### config.mk
export PLATFORM = sky130hd
export DESIGN_NAME = dtree_seq_engine
export DESIGN_NICKNAME = d
export VERILOG_FILES = /design/src/rtl/dtree_seq_engine.sv
export SDC_FILE = /design/constraint.sdc
export NUM_CORES = 2
export LEC_CHECK = 0
export CAP_MARGIN = 20
export CORE_ASPECT_RATIO = 1.2
export CORE_UTILIZATION = 60
export CTS_CLUSTER_DIAMETER = 40
export DETAILED_ROUTE_END_ITERATION = 7
export PLACE_DENSITY_LB_ADDON = 0.2
export SYNTH_ARGS = -nofsm -noshare
export SYNTH_HDL_FRONTEND = slang
export SYNTH_SLANG_ARGS = --single-unit
### constraint.sdc
create_clock -name clk -period 78 [get_ports clk]
set_input_delay 15.6 -clock clk [delete_from_list [all_inputs] [get_ports clk]]
set_output_delay 15.6 -clock clk [all_outputs]
set_load 0.01 [all_outputs]
### src/rtl/dtree_seq_engine.sv
// Sequential decision-tree inference engine. It walks a configurable node table
// one node per clock and reports the leaf class it reaches, or a depth-limit error.
module dtree_seq_engine #(
    parameter int N_FEAT    = 5,
    parameter int FEAT_W    = 8,
    parameter int NODE_AW   = 6,
    parameter int CLASS_W   = 6,
    parameter int MAX_DEPTH = 16,
    localparam int FI_W     = $clog2(N_FEAT),
    localparam int SH_W     = $clog2(FEAT_W),
    localparam int NODE_W   = 1 + FI_W + SH_W + FEAT_W + 2*NODE_AW,
    localparam int DEPTH_W  = $clog2(MAX_DEPTH+1)
) (
    input  logic                     clk,
    input  logic                     rst,
    input  logic                     in_valid,
    output logic                     in_ready,
    input  logic [N_FEAT*FEAT_W-1:0] in_feat,
    output logic                     out_valid,
    input  logic                     out_ready,
    output logic [CLASS_W-1:0]       out_class,
    output logic [DEPTH_W-1:0]       out_depth,
    output logic                     out_err,
    input  logic                     cfg_we,
    input  logic [NODE_AW-1:0]       cfg_addr,
    input  logic [NODE_W-1:0]        cfg_data,
    output logic                     busy
);

    localparam int R_LSB    = 0;
    localparam int L_LSB    = NODE_AW;
    localparam int TH_LSB   = 2*NODE_AW;
    localparam int SH_LSB   = TH_LSB + FEAT_W;
    localparam int FI_LSB   = SH_LSB + SH_W;
    localparam int LEAF_BIT = NODE_W - 1;
    localparam int N_NODES  = 2**NODE_AW;

    typedef enum logic [1:0] {
        S_IDLE,
        S_WALK,
        S_DONE
    } state_t;

    state_t                     state_q, state_d;
    logic [NODE_AW-1:0]         ptr_q, ptr_d;
    logic [DEPTH_W-1:0]         steps_q, steps_d;
    logic                       out_valid_q, out_valid_d;
    logic [CLASS_W-1:0]         out_class_q, out_class_d;
    logic [DEPTH_W-1:0]         out_depth_q, out_depth_d;
    logic                       out_err_q, out_err_d;
    logic                       in_ready_q, in_ready_d;
    logic                       busy_q, busy_d;
    logic [N_FEAT*FEAT_W-1:0]   feat_q, feat_d;

    logic [NODE_W-1:0]          node_q [N_NODES];
    logic                       tbl_we;

    logic [NODE_W-1:0]          cur_node;
    logic                       cur_leaf;
    logic [FI_W-1:0]            cur_fidx;
    logic [SH_W-1:0]            cur_shift;
    logic [FEAT_W-1:0]          cur_thresh;
    logic [NODE_AW-1:0]         cur_left;
    logic [NODE_AW-1:0]         cur_right;
    logic [CLASS_W-1:0]         cur_class;
    logic [FEAT_W-1:0]          feat_sel;
    logic                       go_left;
    logic [DEPTH_W-1:0]         steps_inc;

    // Table writes are only honoured while no inference is in flight.
    assign tbl_we = cfg_we && (state_q == S_IDLE);

    always_ff @(posedge clk or posedge rst) begin
        if (rst) begin
            for (int i = 0; i < N_NODES; i++) begin
                node_q[i] <= '0;
            end
        end else if (tbl_we) begin
            node_q[cfg_addr] <= cfg_data;
        end
    end

    always_comb begin
        cur_node   = node_q[ptr_q];
        cur_leaf   = cur_node[LEAF_BIT];
        cur_fidx   = cur_node[FI_LSB +: FI_W];
        cur_shift  = cur_node[SH_LSB +: SH_W];
        cur_thresh = cur_node[TH_LSB +: FEAT_W];
        cur_left   = cur_node[L_LSB +: NODE_AW];
        cur_right  = cur_node[R_LSB +: NODE_AW];
        cur_class  = cur_node[CLASS_W-1:0];
    end

    // Out-of-range feature indices fall through the loop and read as zero.
    always_comb begin
        feat_sel = '0;
        for (int i = 0; i < N_FEAT; i++) begin
            if (cur_fidx == FI_W'(i)) begin
                feat_sel = feat_q[i*FEAT_W +: FEAT_W];
            end
        end
    end

    assign go_left   = (feat_sel >> cur_shift) <= cur_thresh;
    assign steps_inc = steps_q + DEPTH_W'(1);

    always_comb begin
        state_d     = state_q;
        ptr_d       = ptr_q;
        steps_d     = steps_q;
        out_valid_d = out_valid_q;
        out_class_d = out_class_q;
        out_depth_d = out_depth_q;
        out_err_d   = out_err_q;
        feat_d      = feat_q;
        case (state_q)
            S_IDLE: begin
                if (in_valid) begin
                    state_d = S_WALK;
                    ptr_d   = '0;
                    steps_d = '0;
                    feat_d  = in_feat;
                end
            end
            S_WALK: begin
                if (cur_leaf) begin
                    state_d     = S_DONE;
                    out_valid_d = 1'b1;
                    out_class_d = cur_class;
                    out_depth_d = steps_inc;
                    out_err_d   = 1'b0;
                end else if (steps_inc == DEPTH_W'(MAX_DEPTH)) begin
                    state_d     = S_DONE;
                    out_valid_d = 1'b1;
                    out_class_d = '0;
                    out_depth_d = DEPTH_W'(MAX_DEPTH);
                    out_err_d   = 1'b1;
                end else begin
                    ptr_d   = go_left ? cur_left : cur_right;
                    steps_d = steps_inc;
                end
            end
            S_DONE: begin
                if (out_ready) begin
                    state_d     = S_IDLE;
                    out_valid_d = 1'b0;
                end
            end
            default: begin
                state_d     = S_IDLE;
                out_valid_d = 1'b0;
            end
        endcase
        in_ready_d = (state_d == S_IDLE);
        busy_d     = (state_d != S_IDLE);
    end

    always_ff @(posedge clk or posedge rst) begin
        if (rst) begin
            state_q     <= S_IDLE;
            ptr_q       <= '0;
            steps_q     <= '0;
            out_valid_q <= 1'b0;
            out_class_q <= '0;
            out_depth_q <= '0;
            out_err_q   <= 1'b0;
            in_ready_q  <= 1'b1;
            busy_q      <= 1'b0;
        end else begin
            state_q     <= state_d;
            ptr_q       <= ptr_d;
            steps_q     <= steps_d;
            out_valid_q <= out_valid_d;
            out_class_q <= out_class_d;
            out_depth_q <= out_depth_d;
            out_err_q   <= out_err_d;
            in_ready_q  <= in_ready_d;
            busy_q      <= busy_d;
        end
    end

    // Captured feature vector is pure data, so it carries no reset.
    always_ff @(posedge clk) begin
        feat_q <= feat_d;
    end

    assign out_valid = out_valid_q;
    assign out_class = out_class_q;
    assign out_depth = out_depth_q;
    assign out_err   = out_err_q;
    assign in_ready  = in_ready_q;
    assign busy      = busy_q;

endmodule

==> metrics.md <==
| Metric | Value |
|---|---|
| Status | `finished, final reports clean` |
| Sequential fraction of the synthesis area | `0.556` |
| Synthesis Warnings | `0` |
| Final Slew Violations | `0` |
| Post-synth EDFFs | `40` |
| Longest Clk Path Bufs | `3` |
| Initial Utilization | `0.606` |
| Fill count | `8835` |
| Worst hold path class | `register to register` |
| Clk pwr share | `0.367` |
| # DRC | `0` |
| R2R setup slack | `69.98 ns` |
| Resize count post-CTS | `0` |
| TritonCTS buffer count | `191` |
| Initial antenna violation count | `6` |
| Busiest grt layer | `met2` |
| Power Density | `28.8 nW/um^2` |
| Simple-gate share of the synthesized area | `0.0111` |
| Drt wl/cell | `28.2 um` |
| Min-delay src | `out_err` |
| Largest net degree at the start of global routing | `204` |
| Vert. Die Dim | `405 um` |
| Routability cong. | `0.825` |
| Final period util | `0.260` |
| Core box area | `134000 sq um` |
| CP Max Fanout | `203` |
| Most used flip-flop cell after synthesis | `dfrtp_1` |
| Congestion Overflow GR | `0` |
| Wire length of the first global-routing pass | `293000 um` |
| FF-to-FF path depth | `20` |
| Routed WL | `190000 um` |
| Grt met1 use | `0.404` |
| Max_slew headroom | `0.200` |
| Max cap viols | `0` |
| RSZ-0062 raised after global routing | `false` |
| Post-Synth Adder-Cell Area | `0.00139` |
| Required time of the critical path | `78.98 ns` |
| 1st-pass router iterations | `5` |
| Post-CTS setup repair buffer count | `0` |
| Cell depth of the worst hold path | `1` |
| Synthesized Nets | `4976` |
| Met2 GRT Util | `0.465` |
| Post-layout net count | `4893` |
| Cts hold-fix bufs | `0` |
| Share of cells above drive strength 1 | `0.569` |
| Crit. End Element | `async pin` |
| Flop pwr share | `0.416` |
| Most common cell after layout, fill and taps aside | `dfrtp_1` |
| Yosys cell types | `66` |
| Power share of the combinational group | `0.217` |
| IO Pins | `93` |
| Area leader, netlist | `dfrtp_1` |
| Synth top area share | `0.541` |
| Root Buffer | `clkbuf_16` |
| Compound-gate portion of the synthesized area | `0.00707` |
| Worst hold margin | `0.497 ns` |
| M3 GR Usage | `0.0511` |
| Main combinational cell family by area after synthesis | `multiplexers` |
| Die W | `338 um` |
| Post-synthesis mux area share | `0.398` |
| Die area | `137000 sq um` |
| Synth top area cells | `dfrtp_1, mux2_2, mux4_2, clkbuf_1, edfxtp_1` |
| Setup crit start kind | `primary input` |
| Reg2reg start | `ptr_q[0]` |
| GRT Total Usage | `0.288` |
| DR iter-0 viols | `3076` |
| H-Tree Depth | `4` |
| Synthesized cell area | `81200 sq um` |
| Sw Share | `0.281` |
| Routed vias/inst | `6.47` |
| Reg clk slew, reported paths | `0.06 ns` |
| IO Port Bufs | `92` |
| Post-synth ARST share | `0.978` |
| Endpoints failing setup | `0` |
| Kind of critical path | `primary input to async pin` |
| Row cnt | `147` |
| CTS Sinks | `1796` |
| Worst R2R End | `ptr_q[2]` |
| P_int | `1880 uW` |
| Clk_skew | `0.0192 ns` |
| ANT nets after route | `0` |
| Worst Hold End | `out_err` |
| Most frequent cells in the layout | `dfrtp_1, mux2_2, mux4_2` |
| Number of global-route vias before repair | `46068` |
| FMAX | `0.0493 GHz` |
| Post-layout min period | `20.27 ns` |
| Detailed placer's ending HPWL | `109000 um` |
| Sw Pwr | `733 uW` |
| Post-Synthesis Cells | `4889` |
| Vias | `43764` |
| Syn Area/Cell | `16.6 sq um` |
| Leakage | `0.0430 uW` |
| Final hold vios | `0` |
| Synthesized flop and latch total | `1796` |
| Area grow syn2layout | `11.4%` |
| WP data arrival | `21.25 ns` |
| Setup_tns | `0 ns` |
| Worst slew pin tran | `1.20 ns` |
| Clock network latency to the later pin of the worst-skew pair | `0.82 ns` |
| Xor/xnor cell area share of the yosys netlist | `0.000323` |
| CTS tree | `built` |
| Max VDD drop | `29.2 uV` |
==> final cells by class <==
class | instances | area [sq um] | area share
timing repair buffer | 188 | 2050 | 0.0226
inverter | 25 | 109 | 0.00120
antenna | 2 | 5.00 | 0.0000553
multi-input combinational | 2604 | 34200 | 0.378
clock buffer | 272 | 5670 | 0.0626
clock inverter | 85 | 1080 | 0.0120
tap | 1788 | 2240 | 0.0247
sequential | 1796 | 45200 | 0.499
==> layer usage <==
metal | vias up | part of all wire
li1 | 18205 | -
met1 | 24192 | 0.43
met2 | 1049 | 0.50
met3 | 314 | 0.052
met4 | 4 | 0.023
met5 | - | 0.00015
==> cell usage after synthesis, drive strengths merged, types with 2 or more instances <==
library cell	instances
a22oi	4
nand2	77
nor3	5
nor3b	2
ha	9
mux4	552
o211ai	2
o22ai	4
mux2i	33
a2bb2oi	5
a21o	3
dfrtp	1755
nor2b	7
buf	143
nor2	45
nand2b	7
mux2	1739
and3b	2
clkbuf	321
xor2	2
edfxtp	40
nand3b	3
and2	3
a22o	4
o21ai	19
a221oi	10
inv	24
a21oi	7
nand3	38
or2	2
==> through the flow <==
step / setup WS [ns] / power, uW / utilization / cell area (sq um) / instances
floorplan: 12.83 / 1530 / - / 81200 / 4889
global placement: 56.47 / 1650 / 0.619 / 83000 / 6366
detailed placement: 56.36 / 1670 / 0.620 / 83100 / 6371
CTS: 57.23 / 2630 / 0.670 / 89900 / 6728
global route: 56.99 / 2710 / 0.675 / 90500 / 6759
finish: 57.73 / 2610 / 0.675 / 90500 / 6760
==> worst max-delay path, cell delays in order <==
cell	delay (ns)
clkdlybuf4s50_1	0.51
inv_8	0.67
buf_4	0.77
buf_4	0.86
buf_12	0.72
buf_4	0.81
buf_4	0.46
buf_16	0.32
==> cells by family after synthesis <==
logic type / Yosys count
xor gates and xnor gates: 3
muxes: 2324
and+or+nand+nor: 195
adders and majority gates: 9
DFF: 1796
AOI/OAI and AO/OA: 73
buffers and inverters: 489
==> flip-flops by register name, indices dropped and copies added, names as in the netlist, 2 cells and up <==
signal and flops:
node_q 1728, feat_q 40, out_class 6, ptr_q 6, out_depth 5, steps_q 5, state_q 2
==> worst max path at each step <==
| stage | from | to | slack [ns] | depth (start not counted) |
|---|---|---|---|---|
| after floorplan | rst | busy | 12.83 | 1 |
| after global placement | rst | node_q[230] | 56.47 | 7 |
| after detailed placement | rst | node_q[230] | 56.36 | 7 |
| after CTS | rst | node_q[1012] | 57.23 | 7 |
| after global routing | rst | node_q[1119] | 56.99 | 8 |
| final | rst | node_q[289] | 57.73 | 8 |
==> power groups by stage <==
stage	logic [uW]	registers (uW)	clock network, uW
4_1_cts	569	1080	972
6_report	567	1090	958
3_3_place_gp	559	1090	0
3_5_place_dp	567	1100	0
5_1_grt	606	1100	1010
2_1_floorplan	441	1090	0
Power figures use the tool's default switching activity.
